## config.mk

```make
export PLATFORM = sky130hd
export DESIGN_NAME = tensor_stream_flattener
export DESIGN_NICKNAME = d
export VERILOG_FILES = /design/src/rtl/tensor_stream_flattener.sv
export SDC_FILE = /design/constraint.sdc
export NUM_CORES = 1
export LEC_CHECK = 0
export BUFFER_PORTS_ARGS = -buffer_cell sky130_fd_sc_hd__buf_2
export CAP_MARGIN = 20
export CORE_AREA = 4 4 306 308
export CTS_CLUSTER_DIAMETER = 80
export DETAILED_ROUTE_END_ITERATION = 16
export DIE_AREA = 0 0 310 312
export GPL_TIMING_DRIVEN = 1
export HOLD_SLACK_MARGIN = 0.15
export PLACE_DENSITY = 0.55
export SKIP_LAST_GASP = 1
export SYNTH_ARGS = -nofsm -noshare
export SYNTH_HDL_FRONTEND = slang
export SYNTH_SLANG_ARGS = --single-unit
```

## constraint.sdc

```tcl
create_clock -name clk -period 72.4 [get_ports clk]
set_clock_uncertainty 0.05 [all_clocks]
set_input_delay 7.24 -clock clk [delete_from_list [all_inputs] [get_ports clk]]
set_output_delay 7.24 -clock clk [all_outputs]
set_load 0.005 [all_outputs]
```

## src/rtl/tensor_stream_flattener.sv

```systemverilog
// Buffers one W x H x C tensor and streams it LANES elements per beat,
// in either storage order or channel-major order.
module tensor_stream_flattener #(
    parameter int WIDTH     = 4,
    parameter int HEIGHT    = 4,
    parameter int CHANNEL   = 3,
    parameter int DATA_SIZE = 16,
    parameter int LANES     = 1
) (
    input  logic                                          clk,
    input  logic                                          rst,
    input  logic                                          s_valid,
    output logic                                          s_ready,
    input  logic [WIDTH*HEIGHT*CHANNEL*DATA_SIZE-1:0]     s_data,
    input  logic                                          s_order,
    output logic                                          m_valid,
    input  logic                                          m_ready,
    output logic [LANES*DATA_SIZE-1:0]                    m_data,
    output logic                                          m_last,
    output logic [$clog2(WIDTH*HEIGHT*CHANNEL)-1:0]       m_index
);

    localparam int N  = WIDTH * HEIGHT * CHANNEL;
    localparam int IW = $clog2(N);
    localparam int WW = (WIDTH > 1) ? $clog2(WIDTH) : 1;
    localparam int HW = (HEIGHT > 1) ? $clog2(HEIGHT) : 1;
    localparam int CW = (CHANNEL > 1) ? $clog2(CHANNEL) : 1;

    localparam logic [WW-1:0] W_MAX  = WW'(WIDTH - 1);
    localparam logic [HW-1:0] H_MAX  = HW'(HEIGHT - 1);
    localparam logic [HW-1:0] H_LAST = HW'(HEIGHT - LANES);
    localparam logic [HW-1:0] H_STEP = HW'(LANES);
    localparam logic [CW-1:0] C_MAX  = CW'(CHANNEL - 1);
    localparam logic [CW-1:0] C_LAST = CW'(CHANNEL - LANES);
    localparam logic [CW-1:0] C_STEP = CW'(LANES);
    localparam logic          ONE_BEAT = (N == LANES);

    if ((HEIGHT % LANES) != 0 || (CHANNEL % LANES) != 0) begin : g_bad_lanes
        $error("LANES must divide both HEIGHT and CHANNEL");
    end

    typedef enum logic {
        IDLE,
        STREAM
    } state_t;

    state_t state_q, state_d;

    logic [DATA_SIZE-1:0] buf_q [N];
    logic                 order_q;
    logic [WW-1:0]        w_q, w_d;
    logic [HW-1:0]        h_q, h_d;
    logic [CW-1:0]        c_q, c_d;
    logic                 out_hs;
    logic                 take;
    logic                 last_next;

    logic [LANES*DATA_SIZE-1:0] first_data;
    logic [LANES*DATA_SIZE-1:0] next_data;

    assign m_valid = (state_q == STREAM);

    always_comb begin
        state_d = state_q;
        out_hs  = m_valid && m_ready;
        s_ready = (state_q == IDLE) || (out_hs && m_last);
        take    = s_valid && s_ready;
        unique case (state_q)
            IDLE:    if (s_valid) state_d = STREAM;
            STREAM:  if (out_hs && m_last && !s_valid) state_d = IDLE;
            default: state_d = IDLE;
        endcase
    end

    // Innermost counter steps by LANES; outer counters step by one.
    always_comb begin
        w_d = w_q;
        h_d = h_q;
        c_d = c_q;
        if (!order_q) begin
            if (c_q == C_LAST) begin
                c_d = '0;
                if (h_q == H_MAX) begin
                    h_d = '0;
                    w_d = w_q + WW'(1);
                end else begin
                    h_d = h_q + HW'(1);
                end
            end else begin
                c_d = c_q + C_STEP;
            end
        end else begin
            if (h_q == H_LAST) begin
                h_d = '0;
                if (w_q == W_MAX) begin
                    w_d = '0;
                    c_d = c_q + CW'(1);
                end else begin
                    w_d = w_q + WW'(1);
                end
            end else begin
                h_d = h_q + H_STEP;
            end
        end
        last_next = order_q ? (c_d == C_MAX && w_d == W_MAX && h_d == H_LAST)
                            : (w_d == W_MAX && h_d == H_MAX && c_d == C_LAST);
    end

    for (genvar l = 0; l < LANES; l++) begin : g_lane
        logic [IW-1:0] idx;
        assign first_data[l*DATA_SIZE +: DATA_SIZE] = s_order
            ? s_data[l*CHANNEL*DATA_SIZE +: DATA_SIZE]
            : s_data[l*DATA_SIZE +: DATA_SIZE];
        assign idx = order_q
            ? IW'((int'(w_d) * HEIGHT + int'(h_d) + l) * CHANNEL + int'(c_d))
            : IW'((int'(w_d) * HEIGHT + int'(h_d)) * CHANNEL + int'(c_d) + l);
        assign next_data[l*DATA_SIZE +: DATA_SIZE] = buf_q[idx];
    end

    always_ff @(posedge clk) begin
        if (rst) begin
            state_q <= IDLE;
            order_q <= 1'b0;
            w_q     <= '0;
            h_q     <= '0;
            c_q     <= '0;
            m_data  <= '0;
            m_last  <= 1'b0;
            m_index <= '0;
        end else begin
            state_q <= state_d;
            if (take) begin
                order_q <= s_order;
                w_q     <= '0;
                h_q     <= '0;
                c_q     <= '0;
                m_data  <= first_data;
                m_last  <= ONE_BEAT;
                m_index <= '0;
            end else if (out_hs) begin
                if (m_last) begin
                    m_last <= 1'b0;
                end else begin
                    w_q     <= w_d;
                    h_q     <= h_d;
                    c_q     <= c_d;
                    m_data  <= next_data;
                    m_last  <= last_next;
                    m_index <= m_index + IW'(LANES);
                end
            end
        end
    end

    always_ff @(posedge clk) begin
        if (take) begin
            for (int e = 0; e < N; e++) begin
                buf_q[e] <= s_data[e*DATA_SIZE +: DATA_SIZE];
            end
        end
    end

endmodule

```

==> results.py, run 1 <==
metrics = {
    "global_routing": {
        "grt_max_degree": 225,
        "grt_pass1_wl_um": 159000,
        "antenna_found_initial": 57,
        "grt_usage": 0.233,
        "grt.overflow.total": 0,
        "grt_pass1_vias": 22300,
    },
    "clock_tree": {
        "cts_made_buffers": 90,
        "cts_sinks": 799,
        "ctsHoldBuffers": 0,
        "cts.htree.levels": 3,
        "cts_tree": "built",
        "ctsResizeCount": 0,
        "cts-root-buf": "clkbuf_16",
        "clockBufferDepth": 3,
        "clk_pin_slew_worst_paths_ns": 0.06,
        "insertion_delay_ns": 0.65,
        "post_cts_buffers": 0,
    },
    "route": {
        "routed_wirelength_um": 117000,
        "via_per_inst": 5.20,
        "drt_iter0_markers": 1987,
        "vias": 21200,
        "drtAntennaViolNets": 0,
        "drt-wirelength-per-cell_um": 28.6,
        "drt_first_pass_iters": 5,
        "drcViolationCount": 0,
    },
    "sta": {
        "post-route-period-util": 0.206,
        "relSlewSlack": 0.188,
        "max_freq_ghz": 0.0670,
        "drv_slew": 0,
        "setup_viol": 0,
        "final_hold_viol_count": 0,
        "grt_setup_unrepaired": "no",
        "layout_min_cycle_time_ns": 14.92,
        "fin_tns_setup_ns": 0,
        "worst_slew_pin_slew_ns": 1.22,
    },
    "synthesis": {
        "yosys.area_share.simple": 0.0681,
        "synth-edff-count": 768,
        "syn_inst": 1952,
        "syn-num-nets": 2739,
        "synthAdderAreaFrac": 0.00579,
        "ys_ff_latch": 799,
        "synth_area_um2": 31500,
        "synth_area_leader_cell": "edfxtp_1",
        "synth_top_family_by_area": "compound AO/OA/AOI/OAI gates",
        "avgSynthCellArea_um2": 16.2,
        "synthXorXnorAreaFrac": 0.00444,
        "synth.top_cells.by_area": "edfxtp_1, mux4_2, nand2_1, dfxtp_1, mux2i_1",
        "synth_compound_area_frac": 0.0773,
        "ys_seq_area_frac": 0.751,
        "yosysWarnings": 0,
        "yosysTopAreaCellShare": 0.731,
        "netlist-cell-type-count": 61,
        "async_reset_ff_frac": 0,
        "synthMuxAreaShare": 0.0734,
        "ys.flop_type": "edfxtp_1",
    },
    "run": {
        "cap_violations": 0,
    },
    "layout": {
        "stdcell_area_um2": 39900,
        "final_cell_mix": "buf_2, edfxtp_1, nand2_1",
        "syn_to_final_growth_pct": 26.6,
        "fillers": 8266,
        "drive_gt1_frac": 0.381,
        "final_common_cell": "buf_2",
        "layout.nets": 3551,
    },
    "pwr": {
        "irDropWorstVdd_mv": 0.0217,
        "power.density_nw_per_um2": 29.8,
        "leakage_uw": 0.0147,
    },
    "setup_path": {
        "r2r_cells": 17,
        "critical_path_class": "in -> out",
        "cp-end-kind": "primary output",
        "cp_max_fo": 3,
        "reg2reg_from": "c_q[0]",
        "cp.arrival_ns": 7.63,
        "critPathRequiredTime_ns": 65.11,
        "r2r-end": "m_data[10]",
        "start_kind": "input pin",
        "r2r_slack_ns": 65.66,
    },
    "worst_hold_path": {
        "worstHoldEndpoint": "w_q[1]",
        "min-delay-start": "w_q[1]",
        "holdPathStages": 2,
        "min_path_type": "reg -> reg",
    },
    "place": {
        "place_congestion": 0.834,
        "hpwl_um": 87000,
        "dpl_cell_area_um2": 36800,
        "portBuffers": 797,
    },
    "floorplanning": {
        "ios": 798,
        "core_um2": 91100,
        "die_x_um": 310,
        "initial_core_util": 0.346,
        "fp.dieH_um": 312,
        "rows": 111,
        "die-area_um2": 96700,
    },
    "outcome": {
        "outcome": "finished clean",
    },
}
power breakdown:
part	total (uW)	switching [uW]	internal [uW]
Sequential	548	8.93	539
Combinational	187	120	66.6
Clock	454	190	264
Total	1190	319	870
cells in the mapped netlist, types with 38 or more instances:
| cell type | count |
|---|---|
| a31oi_1 | 38 |
| a21oi_1 | 73 |
| edfxtp_1 | 768 |
| o21ai_0 | 50 |
| nor2_1 | 53 |
| mux4_2 | 72 |
| nor3_1 | 42 |
| clkbuf_1 | 71 |
| mux2i_1 | 49 |
| o221ai_1 | 43 |
| nand2_1 | 299 |
| nand3_1 | 57 |
layout make-up:
type / count / area (um^2) / share of cell area
clock inverter: 53 / 544 / 0.0136
timing repair buffer: 838 / 4340 / 0.109
tap: 1186 / 1480 / 0.0372
sequential: 799 / 23700 / 0.593
multi-input combinational: 1019 / 7280 / 0.182
clock buffer: 114 / 2390 / 0.0600
inverter: 16 / 67.6 / 0.00169
antenna: 49 / 123 / 0.00307
sequential cells by signal, indices dropped and copies added (netlist names):
register / cells
m_last: 1
m_index: 6
w_q: 2
m_valid: 1
order_q: 1
m_data: 16
h_q: 2
buf_q: 768
c_q: 2
critical path, cell delays in order:
cell     delay, ns
buf_2         0.11
nand2_1       0.05
nand2_1       0.09
buf_2         0.14
stage by stage:
step,setup slack (ns),cells,hold slack [ns],utilization,power (uW)
finish,57.48,4074,0.433,0.438,1190
global route,57.43,4057,0.478,0.438,1240
CTS,57.47,4024,0.434,0.436,1200
detailed placement,57.48,3857,0.425,0.404,747
global placement,57.46,3856,0.411,0.404,744
floorplan,42.12,1952,0.400,-,683
metal layers:
metal	routed length (um)	share of wire	global-route usage
met1	45000	0.39	0.282
met2	58600	0.50	0.400
met3	9490	0.081	0.0716
met4	3270	0.028	0.0714
met5	163	0.0014	0
cell families (layout without fill, tap and decap cells):
| kind of cell | count (synthesis) | after routing |
|---|---|---|
| DFF | 799 | 799 |
| and+or+nand+nor | 503 | 503 |
| AOI/OAI and AO/OA | 350 | 350 |
| muxes | 139 | 139 |
| buffers and inverters | 134 | 1021 |
| adders and majority gates | 14 | 14 |
| xor gates and xnor gates | 13 | 13 |
| other | 0 | 49 |
worst max-delay path by stage:
| stage | start | to | slack (ns) | depth (start not counted) |
|---|---|---|---|---|
| after floorplan | m_ready | buf_q[0][0] | 42.12 | 6 |
| after global placement | m_ready | s_ready | 57.46 | 4 |
| after detailed placement | m_ready | s_ready | 57.48 | 4 |
| after CTS | m_ready | s_ready | 57.47 | 4 |
| after global routing | m_ready | s_ready | 57.43 | 4 |
| final | m_ready | s_ready | 57.48 | 4 |
No activity file was read; power rests on OpenSTA's default activity.
==> run 2, diff against run 1 <==
- clock period: 72.4 -> 15.1 ns (I/O delays scaled with it)
==> run 2 against run 1 <==
- combinational power grew to 4.8 times the previous value
- power grew to 4.8 times the previous value
- highest routed layer unchanged
- worst setup slack lost 49 ns
- die area is the same
- sequential power grew to 4.8 times the previous value
- sequential share of layout area grew 0.12 points
- worst hold slack gained 0.0014 ns
- routed wire length grew 3.0%
- first-iteration DRC count grew 32%
- largest cell class unchanged
==> results.py, run 2 (synthesis gave the netlist of run 1 again) <==
metrics = {
    "route": {
        "vias": 21800,
        "drcViolationCount": 0,
        "drt_iter0_markers": 2626,
        "via_per_inst": 5.35,
        "drtAntennaViolNets": 0,
        "routed_wirelength_um": 120000,
        "drt-wirelength-per-cell_um": 29.5,
        "drt_first_pass_iters": 5,
    },
    "sta": {
        "final_hold_viol_count": 0,
        "grt_setup_unrepaired": "no",
        "layout_min_cycle_time_ns": 6.59,
        "relSlewSlack": 0.231,
        "fin_tns_setup_ns": 0,
        "worst_slew_pin_slew_ns": 1.14,
        "drv_slew": 0,
        "setup_viol": 0,
        "max_freq_ghz": 0.152,
        "post-route-period-util": 0.436,
    },
    "setup_path": {
        "crit_chain": "inv_1 > ha_1 > nor3b_1 > a21o_1 > nand2_1 > inv_1 > ha_4 > inv_1 > fa_2 > clkinv_1 > buf_4 > nor2_2 > buf_4 > nand2_1 > a21oi_1 > nor4_1 > a31oi_1 > o31a_1",
        "crit_path_max_incr_delay_ns": 1.15,
        "slowest_stage": "fa_2",
        "crit_path_frequent_cell": "inv_1",
        "cp-end-kind": "register",
        "startpoint": "c_q[0]",
        "r2r_cells": 18,
        "critical_path_class": "reg -> reg",
        "cp.arrival_ns": 7.13,
        "r2r-end": "m_data[11]",
        "start_kind": "register",
        "r2r_slack_ns": 8.51,
        "cp_max_fo": 35,
        "reg2reg_from": "c_q[0]",
        "critPathRequiredTime_ns": 15.64,
        "endpoint": "m_data[11]",
    },
    "layout": {
        "multi_input_area_um2": 7290,
        "layout.nets": 3548,
        "seq_area_um2": 23700,
        "syn_to_final_growth_pct": 26.3,
        "drive_gt1_frac": 0.377,
        "final_cell_mix": "buf_2, edfxtp_1, nand2_1",
        "fillers": 8259,
        "regMostFlops": "buf_q",
        "final_common_cell": "buf_2",
        "reg_top3": "buf_q x768, m_data x16, m_index x6",
        "post-route-util": 0.437,
        "largest_reg_flops": 768,
    },
    "clock_tree": {
        "clockBufferDepth": 3,
        "cts_tree": "built",
        "cts.htree.levels": 3,
        "ctsHoldBuffers": 0,
        "ctsResizeCount": 0,
        "cts_made_buffers": 93,
        "cts-root-buf": "clkbuf_16",
        "post_cts_buffers": 0,
        "cts_sinks": 799,
        "clk_pin_slew_worst_paths_ns": 0.06,
        "insertion_delay_ns": 0.66,
    },
    "floorplanning": {
        "core_um2": 91100,
        "die-area_um2": 96700,
        "initial_core_util": 0.346,
        "fp.dieH_um": 312,
        "rows": 111,
        "ios": 798,
        "die_x_um": 310,
    },
    "run": {
        "cap_violations": 0,
    },
    "place": {
        "place_congestion": 0.897,
        "portBuffers": 797,
        "hpwl_um": 90800,
    },
    "pwr": {
        "power.density_nw_per_um2": 142,
        "leakage_uw": 0.0147,
        "irDropWorstVdd_mv": 0.0939,
    },
    "global_routing": {
        "grt_pass1_wl_um": 163000,
        "grt_pass1_vias": 22200,
        "grt.overflow.total": 0,
        "antenna_found_initial": 58,
        "grt_usage": 0.240,
        "grt_max_degree": 195,
    },
    "outcome": {
        "outcome": "finished clean",
    },
    "worst_hold_path": {
        "min_path_type": "reg -> reg",
    },
}
run 2: cell count changes in the layout (fill, tap and decap cells not counted), moves of 4 or more:
cell / before / now
clkinv_1: 16 / 24
buf_4: 37 / 31
clkbuf_1: 20 / 26
diode_2: 49 / 44
bufinv_16: 8 / 4
clkbuf_16: 91 / 95
clkinv_2: 13 / 9
run 2: metrics by stage:
stage | setup slack, ns | cells | area (um^2) | total power [uW] | hold slack [ns]
final | 8.51 | 4068 | 39800 | 5680 | 0.435
after global routing | 8.20 | 4052 | 39800 | 5880 | 0.473
after CTS | 8.63 | 4022 | 39700 | 5730 | 0.437
after detailed placement | 8.67 | 3850 | 36800 | 3580 | 0.429
after global placement | 8.89 | 3849 | 36800 | 3570 | 0.411
after floorplan | 1.87 | 1952 | 31500 | 3220 | 0.400
run 2: final cells by class:
cell class / count / area share
Timing Repair Buffer: 832 / 0.108
Tap cell: 1186 / 0.0373
Inverter: 16 / 0.00170
Clock buffer: 122 / 0.0625
Sequential cell: 799 / 0.595
Antenna cell: 44 / 0.00276
Multi-Input combinational cell: 1019 / 0.183
Clock inverter: 50 / 0.00993
run 2: routing by layer:
layer / GRT usage / part of all wire / wire length, um
met1: 0.308 / 0.39 / 47200
met4: 0.0747 / 0.029 / 3470
met2: 0.403 / 0.50 / 59600
met3: 0.0577 / 0.081 / 9680
met5: 0 / 0.00048 / 57
run 2: report_power, final:
group          total (uW)  switching [uW]  leakage, uW  internal, uW
Clock                2150             913      0.00140          1230
Combinational         889             570      0.00570           318
Sequential           2640            56.9      0.00757          2580
Total                5680            1540       0.0147          4140
run 2: worst max-delay path: cells and delay by family, from the launching register on:
| family | cells | cell delay (ns) |
|---|---|---|
| buf+inv | 6 | 1.63 |
| fa+ha+maj | 3 | 1.52 |
| compound gates | 4 | 1.52 |
| simple gates | 5 | 1.38 |
| flops | 1 | 0.39 |
run 2: how the worst min path moves through the flow:
stage	startpoint	endpoint	slack (ns)	cells past startpoint
after detailed placement	w_q[1]	w_q[1]	0.43	2
final	w_q[1]	w_q[1]	0.43	2
after floorplan	w_q[1]	w_q[1]	0.40	2
after CTS	w_q[1]	w_q[1]	0.44	2
after global routing	w_q[1]	w_q[1]	0.47	2
after global placement	w_q[1]	w_q[1]	0.41	2
